$ cat src/rtl/imem_loader.sv
// imem_loader: packs a byte stream into little-endian 32-bit instruction words and holds the core in reset while loading.
// Optional feature: define IMEM_LOADER_CKSUM_EN to require a trailing mod-256 checksum byte.
module imem_loader #(
    parameter int DEPTH_BYTES = 256,
    parameter int ADDR_W      = 8,
    parameter int HOLD_CYCLES = 2
) (
    input  logic              clk,
    input  logic              reset_n,
    input  logic              start,
    input  logic              s_valid,
    output logic              s_ready,
    input  logic [7:0]        s_data,
    input  logic              s_last,
    output logic              mem_we,
    output logic [ADDR_W-1:0] mem_addr,
    output logic [31:0]       mem_wdata,
    output logic              cpu_reset,
    output logic              busy,
    output logic              done,
    output logic              err,
    output logic [ADDR_W:0]   byte_count
);

    typedef enum logic [2:0] {
        S_IDLE,
        S_LOAD,
        S_FLUSH,
        S_HOLD,
        S_DONE,
        S_ERROR
`ifdef IMEM_LOADER_CKSUM_EN
        , S_CKSUM
`endif
    } state_t;

`ifdef IMEM_LOADER_CKSUM_EN
    localparam state_t DATA_END = S_CKSUM;
`else
    localparam state_t DATA_END = S_HOLD;
`endif

    localparam logic [ADDR_W:0] FULL_COUNT = (ADDR_W + 1)'(DEPTH_BYTES);
    localparam logic [3:0]      HOLD_LAST  = 4'(HOLD_CYCLES);

    state_t            state, state_nxt;
    logic [31:0]       word_buf;
    logic [3:0]        hold_cnt;
    logic [1:0]        pos;
    logic [ADDR_W-1:0] word_addr;
    logic              accept, do_start, take_byte, write_word, flush, fail, release_core;
`ifdef IMEM_LOADER_CKSUM_EN
    logic [7:0]        sum;
`endif

    assign pos       = byte_count[1:0];
    assign word_addr = {byte_count[ADDR_W-1:2], 2'b00};
    assign accept    = s_valid && s_ready;

    always_ff @(posedge clk or negedge reset_n) begin
        if (!reset_n) state <= S_IDLE;
        else          state <= state_nxt;
    end

    // NOTE: every output of this block is given a default first, so no path can infer a latch.
    always_comb begin
        state_nxt    = state;
        s_ready      = 1'b0;
        busy         = 1'b1;
        do_start     = 1'b0;
        take_byte    = 1'b0;
        write_word   = 1'b0;
        flush        = 1'b0;
        fail         = 1'b0;
        release_core = 1'b0;
        case (state)
            S_IDLE, S_DONE, S_ERROR: begin
                busy = 1'b0;
                if (start) begin
                    do_start  = 1'b1;
                    state_nxt = S_LOAD;
                end
            end
            S_LOAD: begin
                s_ready = 1'b1;
                if (accept) begin
                    if (byte_count == FULL_COUNT) begin
                        fail      = 1'b1;
                        state_nxt = S_ERROR;
                    end else begin
                        take_byte  = 1'b1;
                        write_word = (pos == 2'd3);
                        if (s_last) state_nxt = (pos == 2'd3) ? DATA_END : S_FLUSH;
                    end
                end
            end
            S_FLUSH: begin
                flush     = 1'b1;
                state_nxt = DATA_END;
            end
            S_HOLD: begin
                if (hold_cnt == HOLD_LAST) begin
                    release_core = 1'b1;
                    state_nxt    = S_DONE;
                end
            end
`ifdef IMEM_LOADER_CKSUM_EN
            S_CKSUM: begin
                s_ready = 1'b1;
                if (accept) begin
                    if (s_data == sum) begin
                        state_nxt = S_HOLD;
                    end else begin
                        fail      = 1'b1;
                        state_nxt = S_ERROR;
                    end
                end
            end
`endif
            default: begin
                busy      = 1'b0;
                state_nxt = S_IDLE;
            end
        endcase
    end

    // NOTE: sequential state uses non-blocking assignments only; later assignments in this block win.
    always_ff @(posedge clk or negedge reset_n) begin
        if (!reset_n) begin
            // NOTE: the partial word buffer is reset too, so a load cut short by reset never leaks into memory.
            word_buf   <= '0;
            byte_count <= '0;
            hold_cnt   <= '0;
            mem_we     <= 1'b0;
            mem_addr   <= '0;
            mem_wdata  <= '0;
            cpu_reset  <= 1'b1;
            done       <= 1'b0;
            err        <= 1'b0;
`ifdef IMEM_LOADER_CKSUM_EN
            sum        <= '0;
`endif
        end else begin
            mem_we   <= write_word || flush;
            hold_cnt <= (state == S_HOLD) ? hold_cnt + 1'b1 : 4'd0;
            if (do_start) begin
                word_buf   <= '0;
                byte_count <= '0;
                cpu_reset  <= 1'b1;
                done       <= 1'b0;
                err        <= 1'b0;
`ifdef IMEM_LOADER_CKSUM_EN
                sum        <= '0;
`endif
            end
            if (take_byte) begin
                byte_count <= byte_count + 1'b1;
`ifdef IMEM_LOADER_CKSUM_EN
                sum        <= sum + s_data;
`endif
                if (write_word) begin
                    mem_addr  <= word_addr;
                    mem_wdata <= {s_data, word_buf[23:0]};
                    word_buf  <= '0;
                end else begin
                    word_buf[{pos, 3'b000} +: 8] <= s_data;
                end
            end
            // Unused upper bytes are already zero because the buffer is cleared after every write.
            if (flush) begin
                mem_addr  <= word_addr;
                mem_wdata <= word_buf;
                word_buf  <= '0;
            end
            if (fail) err <= 1'b1;
            if (release_core) begin
                cpu_reset <= 1'b0;
                done      <= 1'b1;
            end
        end
    end

endmodule

$ cat config.mk
export PLATFORM = sky130hd
export DESIGN_NAME = imem_loader
export DESIGN_NICKNAME = d
export VERILOG_FILES = /design/src/rtl/imem_loader.sv
export SDC_FILE = /design/constraint.sdc
export NUM_CORES = 1
export LEC_CHECK = 0
export BUFFER_PORTS_ARGS = -buffer_cell sky130_fd_sc_hd__buf_2
export CAP_MARGIN = 5
export CORE_MARGIN = 2
export CORE_UTILIZATION = 42
export CTS_CLUSTER_DIAMETER = 100
export DETAILED_ROUTE_END_ITERATION = 10
export PLACE_DENSITY_LB_ADDON = 0.25
export REMOVE_ABC_BUFFERS = 1
export SLEW_MARGIN = 0
export SYNTH_ARGS = -nofsm -noshare
export SYNTH_HDL_FRONTEND = slang
export SYNTH_SLANG_ARGS = --single-unit
$ cat constraint.sdc
create_clock -name clk -period 2.8 [get_ports clk]
set_input_delay 0.28 -clock clk [delete_from_list [all_inputs] [get_ports clk]]
set_output_delay 0.28 -clock clk [all_outputs]
set_load 0.01 [all_outputs]
==> results.yml, run 1 <==
critical_path:
  cp-start-kind: "register"
  r2r_start: "byte_count[0]"
  r2r-end: "mem_wdata[8]"
  path_class: "reg -> reg"
  ff2ff_setup_slack_ns: 0.25
  crit_arrival_ns: 2.81
  cp_max_fo: 51
  end_kind: "register"
  reg2reg_depth: 6
  worst_ep_required_time_ns: 3.06
drt:
  drc: 0
  drt_first_iter_violations: 120
  ant_nets: 0
  drt-vias-per-instance: 5.43
  wl_met2_um: 4140
  wl_met3_um: 398
  drt_wl_total_um: 8810
  wl_met1_um: 4180
  wl_per_cell_um: 16.4
  highest_layer: "met4"
  vias: 2916
  drtPass1Iterations: 5
sta:
  min_period_ns: 2.55
  relSlewSlack_pct: 49.6
  fin_ws_ns: 0.253
  setup_violations: 0
  min_period_over_period_pct: 91.0
  rsz0062_at_grt: "no"
  max_freq_mhz: 393
  worst-slew-pin-transition_ns: 0.756
  slew_viol_final: 0
  fin_worst_skew_ns: 0.0129
  final.setup.tns_ns: 0
  hold_viol: 0
finish:
  final_util_pct: 51.0
  fin_nets: 424
  drive_above_1_share_pct: 31.9
  syn_to_final_growth_pct: 16.9
  final_cells: 537
  n_antenna_cell: 0
  multi_input_area_um2: 1670
  regArea_um2: 2250
  fill_cells: 876
grt:
  grt_pass1_wl_um: 14300
  grtUsageTotal_pct: 17.7
  grt_max_degree: 56
  grt-ovfl-total: 0
  antenna_found_initial: 0
  grt_pass1_vias: 2777
clocking:
  cts_buffer_depth: 2
  post_cts_buffers: 0
  post_cts_resized: 0
  cts_num_sinks: 90
  clock_latency_ns: 0.37
  path_clk_slew_ns: 0.09
  h-tree-depth: 3
  numCtsBuffers: 9
  cts_root_buffer: "clkbuf_8"
  hold_buffers: 1
  cts_tree: "yes"
placed_design:
  portBuffers: 65
  place_hpwl_um: 5970
  pre_cts_ws_ns: 0.270
  routabilityCongestion: 0.846
  dp_cells: 520
die:
  rows: 35
  initial_core_util_pct: 43.7
  num_io_pins: 68
  die_y_um: 102
  core_um2: 9280
  dieArea_um2: 10500
  die_x_um: 102
logic_synthesis:
  synthTopCellsByArea: "dfrtp_1 55%, mux2_4 8.5%, o2bb2ai_1 3.5%"
  ys_top_cells_by_count: "89 x dfrtp_1, 24 x nand2_1, 23 x mux2_4, 20 x nand3_1, 19 x nand4_1"
  synth_edf_count: 0
  synth_ff_type: "dfrtp_1"
  synth_seq_cells: 90
  yosysWarnings: 0
  synth_seq_area_share_pct: 55.6
  synth.avg_cell_area_um2: 12.1
  yosysTopAreaCellShare_pct: 54.9
  synthArstFlopShare_pct: 100
  yosysMostFrequentCell: "dfrtp_1"
  syn_inst: 335
  yosysTopAreaCell: "dfrtp_1"
  synth_cell_types: 48
  synth_area_um2: 4050
worst_hold_path:
  whs_path_depth: 3
  hold_start: "s_data[0]"
  hold_class: "in -> reg"
  holdPathEnd: "word_buf[24]"
outcome:
  status: "finished, final reports clean"
power_and_ir_drop:
  leakage_uw: 0.00228
  power_uw: 4320
  peakVddDrop_mv: 0.580
  power.density_nw_per_um2: 912
job:
  maxCapViolCount: 0
[cell type report]
type | instances | share of cell area, %
Clock inverter | 7 | 1.95
Sequential cell | 90 | 47.6
Inverter | 4 | 0.317
Multi-Input combinational cell | 222 | 35.2
Clock buffer | 9 | 2.61
Timing Repair Buffer | 76 | 8.98
Tap cell | 129 | 3.41
[critical path, stage by stage (launching register included)]
cell and delay [ns]:
dfrtp_1 0.47, inv_1 0.22, ha_1 0.21, nand4bb_1 0.31, o211ai_4 0.31, nand2_4 0.42
mux2_4 0.46
[how the worst max path moves through the flow]
stage,start,to,slack [ns],cells past startpoint
4_1_cts,byte_count[0],mem_addr[5],0.26,6
2_1_floorplan,state[1],word_buf[10],0.04,4
5_1_grt,byte_count[0],mem_wdata[12],0.12,6
3_3_place_gp,byte_count[0],mem_wdata[15],0.42,6
3_5_place_dp,byte_count[0],mem_wdata[8],0.27,6
6_report,byte_count[0],mem_wdata[8],0.25,6
[metal layers]
metal  global-route usage (%)  vias up
met1                     25.8     1459
met4                     4.82        0
met5                        0        -
met3                     4.79        8
li1                         -     1370
met2                     26.3       79
[cell families (layout without fill, tap and decap cells)]
kind of cell / after synthesis / after routing / share of synthesized area (%)
AO/OA/AOI/OAI: 67 / 67 / 11.9
XOR/XNOR: 4 / 4 / 0.864
adder cells (fa/ha/maj): 8 / 8 / 2.47
buffers and inverters: 24 / 96 / 3.43
flip-flops: 90 / 90 / 55.6
multiplexers: 32 / 32 / 11.0
other: 1 / 2 / 0.0925
AND/OR/NAND/NOR: 109 / 109 / 14.7
[flip-flops by register name (all words and copies together) (netlist names)]
register / flops
byte_count: 9
cpu_reset: 1
done: 1
err: 1
hold_cnt: 4
mem_addr: 6
mem_wdata: 32
mem_we: 1
state: 3
word_buf: 32
[cells in the final DEF, fill, tap and decap left out, types with 7 or more instances in the layout]
master,instances
o2bb2ai_1,16
ha_1,8
nor3b_1,10
mux2_2,7
mux2_4,23
dfrtp_1,89
clkbuf_8,9
nand2_1,24
a21oi_1,17
nor2_1,14
buf_2,64
buf_4,10
nand4_1,19
nand3_1,20
a31oi_1,9
[per-stage QoR]
stage / instance area, um2 / hold slack, ns
5_1_grt: 4740 / 0.180
2_1_floorplan: 3930 / -0.0156
3_3_place_gp: 4510 / 0.370
4_1_cts: 4740 / 0.161
3_5_place_dp: 4510 / 0.378
6_report: 4740 / 0.184
[where the power goes]
group | total, uW | switching (uW) | internal, uW
clock network | 947 | 510 | 437
logic | 1580 | 933 | 650
registers | 1790 | 206 | 1580
No activity file was read; power rests on OpenSTA's default activity.
==> run 2, diff against run 1 <==
- CTS_BUF_LIST: unset -> sky130_fd_sc_hd__clkbuf_4
- SLEW_MARGIN: 0 -> 25
==> results.yml, run 2 (synthesis results as in run 1) <==
outcome:
  status: "finished, final reports clean"
sta:
  setup_violations: 0
  max_freq_mhz: 392
  slew_viol_final: 0
  min_period_ns: 2.55
  min_period_over_period_pct: 91.1
  relSlewSlack_pct: 49.7
  rsz0062_at_grt: "no"
  fin_ws_ns: 0.249
  final.setup.tns_ns: 0
  fin_worst_skew_ns: 0.0234
  worst-slew-pin-transition_ns: 0.755
  hold_viol: 0
  fin_hold_ws_ns: 0.0748
clocking:
  cts_buffer_depth: 2
  post_cts_buffers: 0
  post_cts_resized: 0
  cts_tree: "yes"
  numCtsBuffers: 9
  h-tree-depth: 3
  cts_num_sinks: 90
  hold_buffers: 1
  clock_latency_ns: 0.47
  path_clk_slew_ns: 0.15
  cts_root_buffer: "clkbuf_4"
grt:
  grt_use_met1_pct: 25.5
  antenna_found_initial: 0
  grt-ovfl-total: 0
  busiest_layer: "met1"
  grtUsageTotal_pct: 17.7
  grt_util_met2_pct: 25.5
  grt_max_degree: 56
  use_met3_pct: 5.20
  grt_pass1_wl_um: 14200
  grt_pass1_vias: 2799
finish:
  syn_to_final_growth_pct: 15.5
  fill_cells: 870
  drive_above_1_share_pct: 31.9
  n_antenna_cell: 0
  final_cell_mix: "89 x dfrtp_1, 64 x buf_2, 24 x nand2_1"
  final_common_cell: "dfrtp_1"
  reg_top3: "mem_wdata (32), word_buf (32), byte_count (9)"
  fin_nets: 424
critical_path:
  path_class: "reg -> reg"
  r2r-end: "mem_wdata[8]"
  reg2reg_depth: 6
  r2r_start: "byte_count[0]"
  end_kind: "register"
  crit_arrival_ns: 2.91
  ff2ff_setup_slack_ns: 0.25
  setup.worst_path.start: "byte_count[0]"
  cp_max_fo: 51
  worst_ep_required_time_ns: 3.16
  cp-endpoint: "mem_wdata[8]"
  cp-start-kind: "register"
drt:
  drtPass1Iterations: 4
  wl_per_cell_um: 16.3
  drt_wl_total_um: 8730
  drc: 0
  drt-vias-per-instance: 5.44
  vias: 2919
  drt_first_iter_violations: 95
  ant_nets: 0
die:
  rows: 35
  core_um2: 9280
  num_io_pins: 68
  dieArea_um2: 10500
  die_x_um: 102
  initial_core_util_pct: 43.7
  die_y_um: 102
power_and_ir_drop:
  power_uw: 4160
  power.density_nw_per_um2: 888
  peakVddDrop_mv: 0.558
  leakage_uw: 0.00225
placed_design:
  routabilityCongestion: 0.846
  pre_cts_ws_ns: 0.270
  place_hpwl_um: 5970
  portBuffers: 65
worst_hold_path:
  hold_class: "in -> reg"
job:
  maxCapViolCount: 0
==> run 2: cell counts in the layout (fill, tap and decap cells not counted) <==
Identical to the previous run, type by type.
==> run 2: where the power goes <==
part / leakage [uW] / switching (uW) / total, uW / internal (uW)
sequential: 0.00122 / 203 / 1780 / 1580
clock: 0.0000862 / 498 / 794 / 297
combinational: 0.000949 / 930 / 1580 / 650
total: 0.00225 / 1630 / 4160 / 2530
==> run 2: final cells by class <==
type	count	area (um2)	area share, %
Timing Repair Buffer	76	425	9.09
Multi-Input combinational cell	222	1670	35.6
Clock buffer	9	67.6	1.44
Tap cell	129	161	3.45
Inverter	4	15.0	0.321
Sequential cell	90	2250	48.1
Clock inverter	7	92.6	1.98
==> run 2: worst max-delay path: stages (launching register included) <==
cell,delay (ns)
dfrtp_1,0.49
inv_1,0.22
ha_1,0.21
nand4bb_1,0.31
o211ai_4,0.31
nand2_4,0.43
mux2_4,0.46
==> run 2: worst min-delay path by stage <==
stage                          from            end  slack (ns)  cells after the start
after floorplan             reset_n  byte_count[0]       -0.02                      0
after global placement      reset_n  mem_wdata[15]        0.37                      1
after detailed placement    reset_n  mem_wdata[15]        0.38                      1
after CTS                 s_data[3]   word_buf[27]        0.05                      3
after global routing      s_data[6]   word_buf[30]        0.05                      3
final                     s_data[1]   word_buf[25]        0.07                      3
==> run 2: per-layer routing <==
metal / wire, um / part of all wire [%]
met1: 4060 / 47
met2: 4040 / 46
met3: 505 / 5.8
met4: 124 / 1.4
met5: 0 / 0
==> run 2: through the flow <==
stage / instance area, um2 / cells / utilization (%)
after floorplan: 3930 / 316 / -
after global placement: 4510 / 520 / 48.6
after detailed placement: 4510 / 520 / 48.6
after CTS: 4680 / 537 / 50.4
after global routing: 4680 / 537 / 50.4
final: 4680 / 537 / 50.4
==> run 3, diff against run 2 <==
- BUFFER_PORTS_ARGS: -buffer_cell sky130_fd_sc_hd__buf_2 -> unset
- DONT_BUFFER_PORTS: unset -> 1
==> results.yml, run 3 (synthesis results as in run 1) <==
grt:
  grt_max_degree: 91
  antenna_found_initial: 0
  grt-ovfl-total: 0
  grt_pass1_wl_um: 14400
  grtUsageTotal_pct: 18.1
  grt_pass1_vias: 2680
clocking:
  path_clk_slew_ns: 0.15
  hold_buffers: 11
  cts_root_buffer: "clkbuf_4"
  cts_tree: "yes"
  numCtsBuffers: 9
  post_cts_resized: 0
  clock_latency_ns: 0.46
  cts_buffer_depth: 2
  post_cts_buffers: 0
  cts_num_sinks: 90
  h-tree-depth: 3
drt:
  drtPass1Iterations: 4
  vias: 2709
  drc: 0
  drt-vias-per-instance: 5.59
  ant_nets: 0
  drt_first_iter_violations: 114
  wl_per_cell_um: 18.6
  drt_wl_total_um: 9030
die:
  core_um2: 9280
  initial_core_util_pct: 43.7
  die_x_um: 102
  num_io_pins: 68
  dieArea_um2: 10500
  die_y_um: 102
  rows: 35
power_and_ir_drop:
  leakage_uw: 0.00198
  power.density_nw_per_um2: 880
  peakVddDrop_mv: 0.654
finish:
  n_antenna_cell: 0
  stdcell_area_um2: 4480
  syn_to_final_growth_pct: 10.4
  reg_top3: "mem_wdata (32), word_buf (32), byte_count (9)"
  final_util_pct: 48.2
  fin_nets: 372
  drive_above_1_share_pct: 18.3
  final_common_cell: "dfrtp_1"
  final_cell_mix: "89 x dfrtp_1, 24 x nand2_1, 23 x mux2_4"
sta:
  max_freq_mhz: 409
  fin_ws_ns: 0.357
  worst-slew-pin-transition_ns: 1.00
  relSlewSlack_pct: 33.1
  min_period_ns: 2.44
  fin_worst_skew_ns: 0.0296
  slew_viol_final: 0
  rsz0062_at_grt: "no"
  min_period_over_period_pct: 87.2
  setup_violations: 0
  final.setup.tns_ns: 0
  hold_viol: 0
placed_design:
  place_hpwl_um: 5800
  portBuffers: 0
  routabilityCongestion: 0.809
  pre_cts_ws_ns: 0.378
  dpl_cell_area_um2: 4180
critical_path:
  end_kind: "register"
  crit_arrival_ns: 2.79
  crit_path_max_incr_delay_ns: 0.50
  cp-start-kind: "register"
  worst_ep_required_time_ns: 3.15
  cp_max_fo: 37
  cp.buffers_inverters: 2
  cp_cell_sequence: "inv_1 > ha_1 > nand4bb_1 > o211ai_4 > nand2_4 > buf_12 > mux2_4"
  r2r_start: "byte_count[1]"
  cpMaxStageDelayCell: "dfrtp_1"
  setup.worst_path.start: "byte_count[1]"
  crit_family: "simple AND/OR/NAND/NOR gates"
  path_class: "reg -> reg"
worst_hold_path:
  hold_class: "in -> reg"
  hold_start: "s_valid"
outcome:
  status: "finished, final reports clean"
job:
  maxCapViolCount: 0
[run 3: changes by cell type in the layout (fill, tap and decap cells not counted), moves of 2 or more]
cell / change
inv_8: +2
buf_2: -64
clkinvlp_4: +2
buf_4: -2
dlygate4sd3_1: +13
[run 3: metrics by stage]
stage / power (uW) / instances / hold slack [ns]
3_5_place_dp: 3210 / 454 / -0.0138
5_1_grt: 4210 / 485 / 0.00355
6_report: 3940 / 485 / 0.0308
3_3_place_gp: 3170 / 454 / -0.0136
2_1_floorplan: 2790 / 316 / -0.0156
4_1_cts: 3970 / 481 / 0.00553
[run 3: worst register-to-register path, cell delays in order (launching register included)]
cell	delay (ns)
dfrtp_1	0.50
inv_1	0.16
ha_1	0.20
nand4bb_1	0.32
o211ai_4	0.33
nand2_4	0.24
buf_12	0.28
mux2_4	0.32
[run 3: worst paths after layout]
kind | end | cells after the start | slack [ns]
max | mem_wdata[21] | 7 | 0.36
min | state[1] | 2 | 0.03
max reg2reg | mem_wdata[21] | 7 | 0.36
min reg2reg | word_buf[2] | 1 | 0.51
max in group asynchronous | cpu_reset | 2 | 2.05
min in group asynchronous | mem_wdata[7] | 2 | 0.36
[run 3: metal layers]
metal,vias to the layer above,share of wire [%],track usage [%]
met5,-,0,0
met4,0,0.74,4.62
met3,9,6.9,7.18
met2,83,46,27.5
met1,1350,46,24.3
li1,1267,-,-
[run 3: cell type report]
type                       count  area, um2
inverter                       4       15.0
fill                         854       4810
sequential                    90       2250
timing repair buffer          24        248
clock inverter                 7       66.3
clock buffer                   9       67.6
tap                          129        161
multi-input combinational    222       1670
[run 3: power breakdown]
group | switching (uW) | internal, uW | leakage, uW | total [uW]
Sequential | 339 | 1580 | 0.00122 | 1920
Clock | 506 | 207 | 0.0000689 | 713
Combinational | 781 | 524 | 0.000693 | 1300
Total | 1630 | 2310 | 0.00198 | 3940
